==> src/rtl/prg_shift_out_if.sv <==
// Word handshake between a parallel (addr, data) source and the serial program loader.
interface prg_shift_out_if;
   logic       word_valid;
   logic       word_ready;
   logic [7:0] word_addr;
   logic [7:0] word_data;

   modport master (output word_valid, word_addr, word_data, input word_ready);
   modport slave  (input word_valid, word_addr, word_data, output word_ready);
endinterface

==> src/rtl/prg_shift_out.sv <==
// Serial program-loader transmitter: shifts {addr, data} MSB-first on din/shift_clk,
// then pulses latch so the target's 16-bit shift-in port writes one code-RAM byte.
module prg_shift_out #(
   parameter int DIV          = 4,
   parameter int LATCH_CYCLES = 2
) (
   input  logic           clk,
   input  logic           nreset,
   prg_shift_out_if.slave wif,
   output logic           prg_din,
   output logic           prg_shift_clk,
   output logic           prg_latch,
   output logic           busy
);
   typedef enum logic [2:0] {S_IDLE, S_LO, S_HI, S_TAIL, S_LATCH} state_t;

   localparam logic [7:0] DIV_M1 = 8'(DIV - 1);
   localparam logic [7:0] LAT_M1 = 8'(LATCH_CYCLES - 1);

   state_t      r_state, w_state_nxt;
   logic [7:0]  r_cnt, w_cnt_nxt;
   logic [3:0]  r_idx, w_idx_nxt;
   logic [15:0] r_sr, w_sr_nxt;
   logic        r_ready, r_busy, r_din, r_sclk, r_latch;
   logic        w_ready_nxt, w_busy_nxt, w_din_nxt, w_sclk_nxt, w_latch_nxt;
   logic        w_accept;

   assign w_accept = wif.word_valid & r_ready;

   always_ff @(posedge clk) begin
      if (!nreset) begin
         r_state <= S_IDLE;
         r_cnt   <= '0;
         r_idx   <= '0;
         r_sr    <= '0;
         r_ready <= 1'b1;
         r_busy  <= 1'b0;
         r_din   <= 1'b0;
         r_sclk  <= 1'b0;
         r_latch <= 1'b0;
      end else begin
         r_state <= w_state_nxt;
         r_cnt   <= w_cnt_nxt;
         r_idx   <= w_idx_nxt;
         r_sr    <= w_sr_nxt;
         r_ready <= w_ready_nxt;
         r_busy  <= w_busy_nxt;
         r_din   <= w_din_nxt;
         r_sclk  <= w_sclk_nxt;
         r_latch <= w_latch_nxt;
      end
   end

   always_comb begin
      w_state_nxt = r_state;
      w_cnt_nxt   = r_cnt;
      w_idx_nxt   = r_idx;
      w_sr_nxt    = r_sr;
      unique case (r_state)
         S_IDLE: begin
            if (w_accept) begin
               w_state_nxt = S_LO;
               w_cnt_nxt   = DIV_M1;
               w_idx_nxt   = 4'd15;
               w_sr_nxt    = {wif.word_addr, wif.word_data};
            end
         end
         S_LO: begin
            if (r_cnt == 8'd0) begin
               w_state_nxt = S_HI;
               w_cnt_nxt   = DIV_M1;
            end else begin
               w_cnt_nxt = r_cnt - 8'd1;
            end
         end
         S_HI: begin
            if (r_cnt == 8'd0) begin
               w_cnt_nxt = DIV_M1;
               if (r_idx == 4'd0) begin
                  w_state_nxt = S_TAIL;
               end else begin
                  w_state_nxt = S_LO;
                  w_idx_nxt   = r_idx - 4'd1;
               end
            end else begin
               w_cnt_nxt = r_cnt - 8'd1;
            end
         end
         S_TAIL: begin
            if (r_cnt == 8'd0) begin
               w_state_nxt = S_LATCH;
               w_cnt_nxt   = LAT_M1;
            end else begin
               w_cnt_nxt = r_cnt - 8'd1;
            end
         end
         S_LATCH: begin
            if (r_cnt == 8'd0) begin
               w_state_nxt = S_IDLE;
               w_cnt_nxt   = 8'd0;
            end else begin
               w_cnt_nxt = r_cnt - 8'd1;
            end
         end
         default: w_state_nxt = S_IDLE;
      endcase
   end

   // Outputs are decoded from the next state so they register in step with it.
   always_comb begin
      w_ready_nxt = (w_state_nxt == S_IDLE);
      w_busy_nxt  = (w_state_nxt != S_IDLE);
      w_sclk_nxt  = (w_state_nxt == S_HI);
      w_latch_nxt = (w_state_nxt == S_LATCH);
      w_din_nxt   = (w_state_nxt == S_IDLE) ? 1'b0 : w_sr_nxt[w_idx_nxt];
   end

   assign wif.word_ready = r_ready;
   assign busy           = r_busy;
   assign prg_din        = r_din;
   assign prg_shift_clk  = r_sclk;
   assign prg_latch      = r_latch;
endmodule
==> src/flat_wrapper.sv <==
// flat-port wrapper written by rule: the top's interface ports become plain ports
module prg_shift_out_flat 
#(
   parameter int DIV          = 4,
   parameter int LATCH_CYCLES = 2
)
  (clk, nreset, prg_din, prg_shift_clk, prg_latch, busy, wif_word_valid, wif_word_addr, wif_word_data, wif_word_ready);
  prg_shift_out_if wif_i ();
  input  logic clk;
  input  logic nreset;
  output logic prg_din;
  output logic prg_shift_clk;
  output logic prg_latch;
  output logic busy;
  input wire logic [$bits(wif_i.word_valid)-1:0] wif_word_valid;
  input wire logic [$bits(wif_i.word_addr)-1:0] wif_word_addr;
  input wire logic [$bits(wif_i.word_data)-1:0] wif_word_data;
  output wire logic [$bits(wif_i.word_ready)-1:0] wif_word_ready;
  assign wif_i.word_valid = wif_word_valid;
  assign wif_i.word_addr = wif_word_addr;
  assign wif_i.word_data = wif_word_data;
  assign wif_word_ready = wif_i.word_ready;
  prg_shift_out #(.DIV(DIV), .LATCH_CYCLES(LATCH_CYCLES)) u_core (.clk(clk), .nreset(nreset), .wif(wif_i), .prg_din(prg_din), .prg_shift_clk(prg_shift_clk), .prg_latch(prg_latch), .busy(busy));
endmodule
==> config.mk <==
export PLATFORM = sky130hd
export DESIGN_NAME = prg_shift_out_flat
export DESIGN_NICKNAME = d
export VERILOG_FILES = /design/src/rtl/prg_shift_out_if.sv /design/src/rtl/prg_shift_out.sv /design/src/flat_wrapper.sv
export SDC_FILE = /design/constraint.sdc
export NUM_CORES = 1
export LEC_CHECK = 0
export BUFFER_PORTS_ARGS = -buffer_cell sky130_fd_sc_hd__buf_4
export CAP_MARGIN = 20
export CORE_MARGIN = 2
export CORE_UTILIZATION = 51
export CTS_CLUSTER_DIAMETER = 40
export DETAILED_ROUTE_END_ITERATION = 6
export PLACE_DENSITY = 0.75
export SLEW_MARGIN = 20
export SYNTH_ARGS = -nofsm -noshare
export SYNTH_HDL_FRONTEND = slang
export SYNTH_SLANG_ARGS = --single-unit
export TNS_END_PERCENT = 10
==> constraint.sdc <==
create_clock -name clk -period 2.56 [get_ports clk]
set_input_delay 0.768 -clock clk [delete_from_list [all_inputs] [get_ports clk]]
set_output_delay 0.768 -clock clk [all_outputs]
set_load 0.02 [all_outputs]
==> run_results.csv <==
group,metric,value,unit
run_status,status,"finished, final reports clean",
synthesis,yosysMostFrequentCell,"nand2_1",
timing,finalHoldViolCount,0,
min_path,hold_depth,2,
route,antenna_left,0,
finish,nFillCells,327,
cts,cts_buffers,5,
synthesis,synth_cells,221,
route,wire_per_inst,12.95,µm
power_and_ir_drop,p_leak,0.8994,nW
global_route,grt_usage,20.85,%
route,via_per_inst,5.498,
synthesis,ys_warn_count,0,
min_path,holdCritPathClass,"reg -> reg",
setup_path,critPathLaunchType,"flip-flop",
place,dpl.hpwl,2896,µm
global_route,antenna_found_initial,0,
timing,tightest_slew,536.5,ps
power_and_ir_drop,comb_power_share,54.6,%
power_and_ir_drop,p_sw_share,43.32,%
global_route,grt_pass1_vias,1510,
global_route,grt_pass1_wl,6610,µm
die,die_h,64.40,µm
die,die_area,4147,µm²
place,numPortBuffers,23,
setup_path,cp-end-kind,"flip-flop",
die,ios,24,
cts,ctsRootBufferMaster,"clkbuf_4",
setup_path,crit_type,"reg -> reg",
place,gp_congestion,0.9782,
power_and_ir_drop,clkPwrFrac,11.8,%
finish,fin_nets,274,
synthesis,netlist_top_cells_count,"nand2_1, dfxtp_1, a21boi_0",
power_and_ir_drop,p_int,1.523,mW
global_route,grt_max_degree,29,
synthesis,yosysTopAreaCellShare,38.74,%
setup_path,critical_path.max_fanout,6,
synthesis,syn_area,1861,µm²
route,drc,0,
synthesis,synthTopCellsByArea,"dfxtp_1, nand2_1, a21boi_0",
timing,tns,0,ps
setup_path,worstPathArrival,2650,ps
die,rows,21,
synthesis,synth_fp_nets,243,
finish,drive_gt1_share,21.74,%
timing,slew_headroom,63.78,%
setup_path,path_delay_family,"simple AND/OR/NAND/NOR gates",
cts,path_clk_slew,110,ps
synthesis,synth-edff-count,0,
power_and_ir_drop,vdd_drop_max,479.4,µV
timing,period_needed,2410,ps
synthesis,synth_flop_cell,"dfxtp_1",
setup_path,cp_cell_sequence,"inv_1 -> ha_1 -> or3b_1 -> and4_4 -> xnor2_4 -> mux2_4 -> a221oi_2 -> a211oi_1 -> o2bb2ai_1",
synthesis,synth.yosys.seq_area_share,38.74,%
synthesis,syn_avg_cell_area,8.419,µm²
cts,htreeDepth,2,
place,pre_cts_ws,123.7,ps
power_and_ir_drop,switchingPower,1.164,mW
synthesis,synth_cell_types,51,
timing,fin_crit_sh,94.15,%
cts,clk-insertion-delay-late,340,ps
synthesis,synthArstFlopShare,0,%
route,vias,1644,
die,core,3416,µm²
timing,fmax,0.4149,GHz
setup_path,worst-path-stages,9,
setup_path,slowest_stage,"or3b_1",
die,die_x,64.40,µm
route,drtIter0Drc,79,
cts,clk_path_buf_depth,2,
cts,cts.sinks,36,
cts,cts_tree,"done",
setup_path,cp.required,2800,ps
finish,area_growth,17.69,%
timing,finalSetupViolations,0,
run,drv_cap,0,
timing,rsz0062_at_grt,"no",
synthesis,synth_top_cell_by_area,"dfxtp_1",
global_route,overflow,0,
setup_path,cp_slowest_stage_delay,400,ps
finish,diodes,0,
synthesis,ys_ff_latch,36,
cts,holdBufCountCts,0,
power_and_ir_drop,p_seq_share,33.5,%
route,drt-total-wl,3871,µm
setup_path,r2r_cells,9,
die,start_util,54.47,%
timing,maxSlewViolCount,0,
timing,final.setup_skew,15.67,ps
power_and_ir_drop,p_per_area,1227,nW/µm²
route,drt_first_pass_iters,4,
timing,fin_ws,149.7,ps
setup_path,cp_num_buf_inv,1,
-- registers in the layout, summed over array words and instances, names as in the netlist --
signal	count
u_core.r_cnt	8
u_core.prg_shift_clk	1
u_core.r_sr	16
u_core.r_state	3
u_core.busy	1
u_core.prg_latch	1
u_core.prg_din	1
u_core.r_idx	4
u_core.wif.word_ready	1
-- power by group through the flow --
stage,logic (mW),clock network (mW),registers [mW]
floorplan,1.07,0,0.916
global placement,1.43,0,0.912
detailed placement,1.44,0,0.912
CTS,1.45,0.329,0.900
global route,1.65,0.357,0.925
finish,1.47,0.318,0.901
-- layout make-up --
type / instances / area (µm²) / share of cell area [%]
Clock buffer: 6 / 51.30 / 2.343
Inverter: 7 / 26.28 / 1.200
Multi-Input combinational cell: 167 / 1061 / 48.46
Sequential cell: 36 / 720.7 / 32.91
Tap cell: 46 / 57.56 / 2.629
Timing Repair Buffer: 35 / 262.8 / 12.00
Clock inverter: 2 / 10.01 / 0.4571
-- kinds of logic after synthesis --
logic type | count (synthesis) | share of synthesized area, %
simple gates | 95 | 25.15
compound gates | 57 | 22.06
flops | 36 | 38.74
buf+inv | 18 | 4.506
xor+xnor | 6 | 3.834
mux | 6 | 3.698
fa+ha+maj | 3 | 2.018
-- metal layers --
layer | global-route usage, % | vias up | wire length, µm
li1 | - | 840 | -
met1 | 27.96 | 766 | 2000
met2 | 31.64 | 33 | 1671
met3 | 5.986 | 5 | 143
met4 | 7.979 | 0 | 56
met5 | 0 | - | 0
-- worst register-to-register path: cells and delay by family (launching register included) --
family / cells / cell delay (ps)
adder cells (fa/ha/maj): 1 / 200
multiplexers: 1 / 330
AND/OR/NAND/NOR: 2 / 640
flip-flops: 1 / 340
buffers and inverters: 1 / 90
XOR/XNOR: 1 / 260
AO/OA/AOI/OAI: 3 / 450
-- path summary, 6_finish.rpt --
kind / start / to / slack (ps)
setup / recovery: u_core.r_idx[1] / u_core.prg_din / 150
hold / removal: u_core.r_sr[1] / u_core.r_sr[1] / 470
setup reg to reg: u_core.r_idx[1] / u_core.prg_din / 150
hold reg to reg: u_core.r_sr[1] / u_core.r_sr[1] / 470
-- cells in the final DEF, fill, tap and decap left out, types with 2 or more instances in the layout --
cell / synthesis / final
nand2_1: 45 / 45
dfxtp_1: 36 / 36
buf_4: 0 / 35
a21boi_0: 18 / 18
nor2_1: 17 / 17
a21oi_1: 9 / 9
inv_1: 7 / 7
o21ai_0: 6 / 6
clkbuf_4: 0 / 5
nor3_1: 4 / 4
o21a_1: 4 / 4
a211oi_1: 4 / 4
nor2b_1: 4 / 3
nand4_1: 3 / 3
xnor2_1: 3 / 3
mux2_2: 3 / 3
and3_1: 3 / 3
ha_1: 3 / 3
or3_1: 2 / 2
xor2_1: 2 / 2
o221ai_1: 2 / 2
nand3_1: 2 / 2
and2_1: 2 / 2
nor3b_1: 2 / 2
mux2i_1: 2 / 2
o32ai_1: 2 / 2
a211o_1: 2 / 2
clkinv_2: 0 / 2
-- per-stage QoR --
step	instance area, µm²	std cells	util, %	hold slack [ps]	power [mW]
6_report	2190	299	64.10	472.1	2.687
5_1_grt	2190	299	64.10	496.8	2.935
4_1_cts	2180	298	63.81	477.0	2.681
3_5_place_dp	2118	290	62.01	459.3	2.357
3_3_place_gp	2118	290	62.01	456.7	2.337
2_1_floorplan	1861	221	-	440.0	1.983
-- timing repair --
action                     in CTS  in global routing
setup endpoints to repair       0                  1
buffers inserted                0                  1
resized for setup               0                  2
No activity file was read; power rests on OpenSTA's default activity.
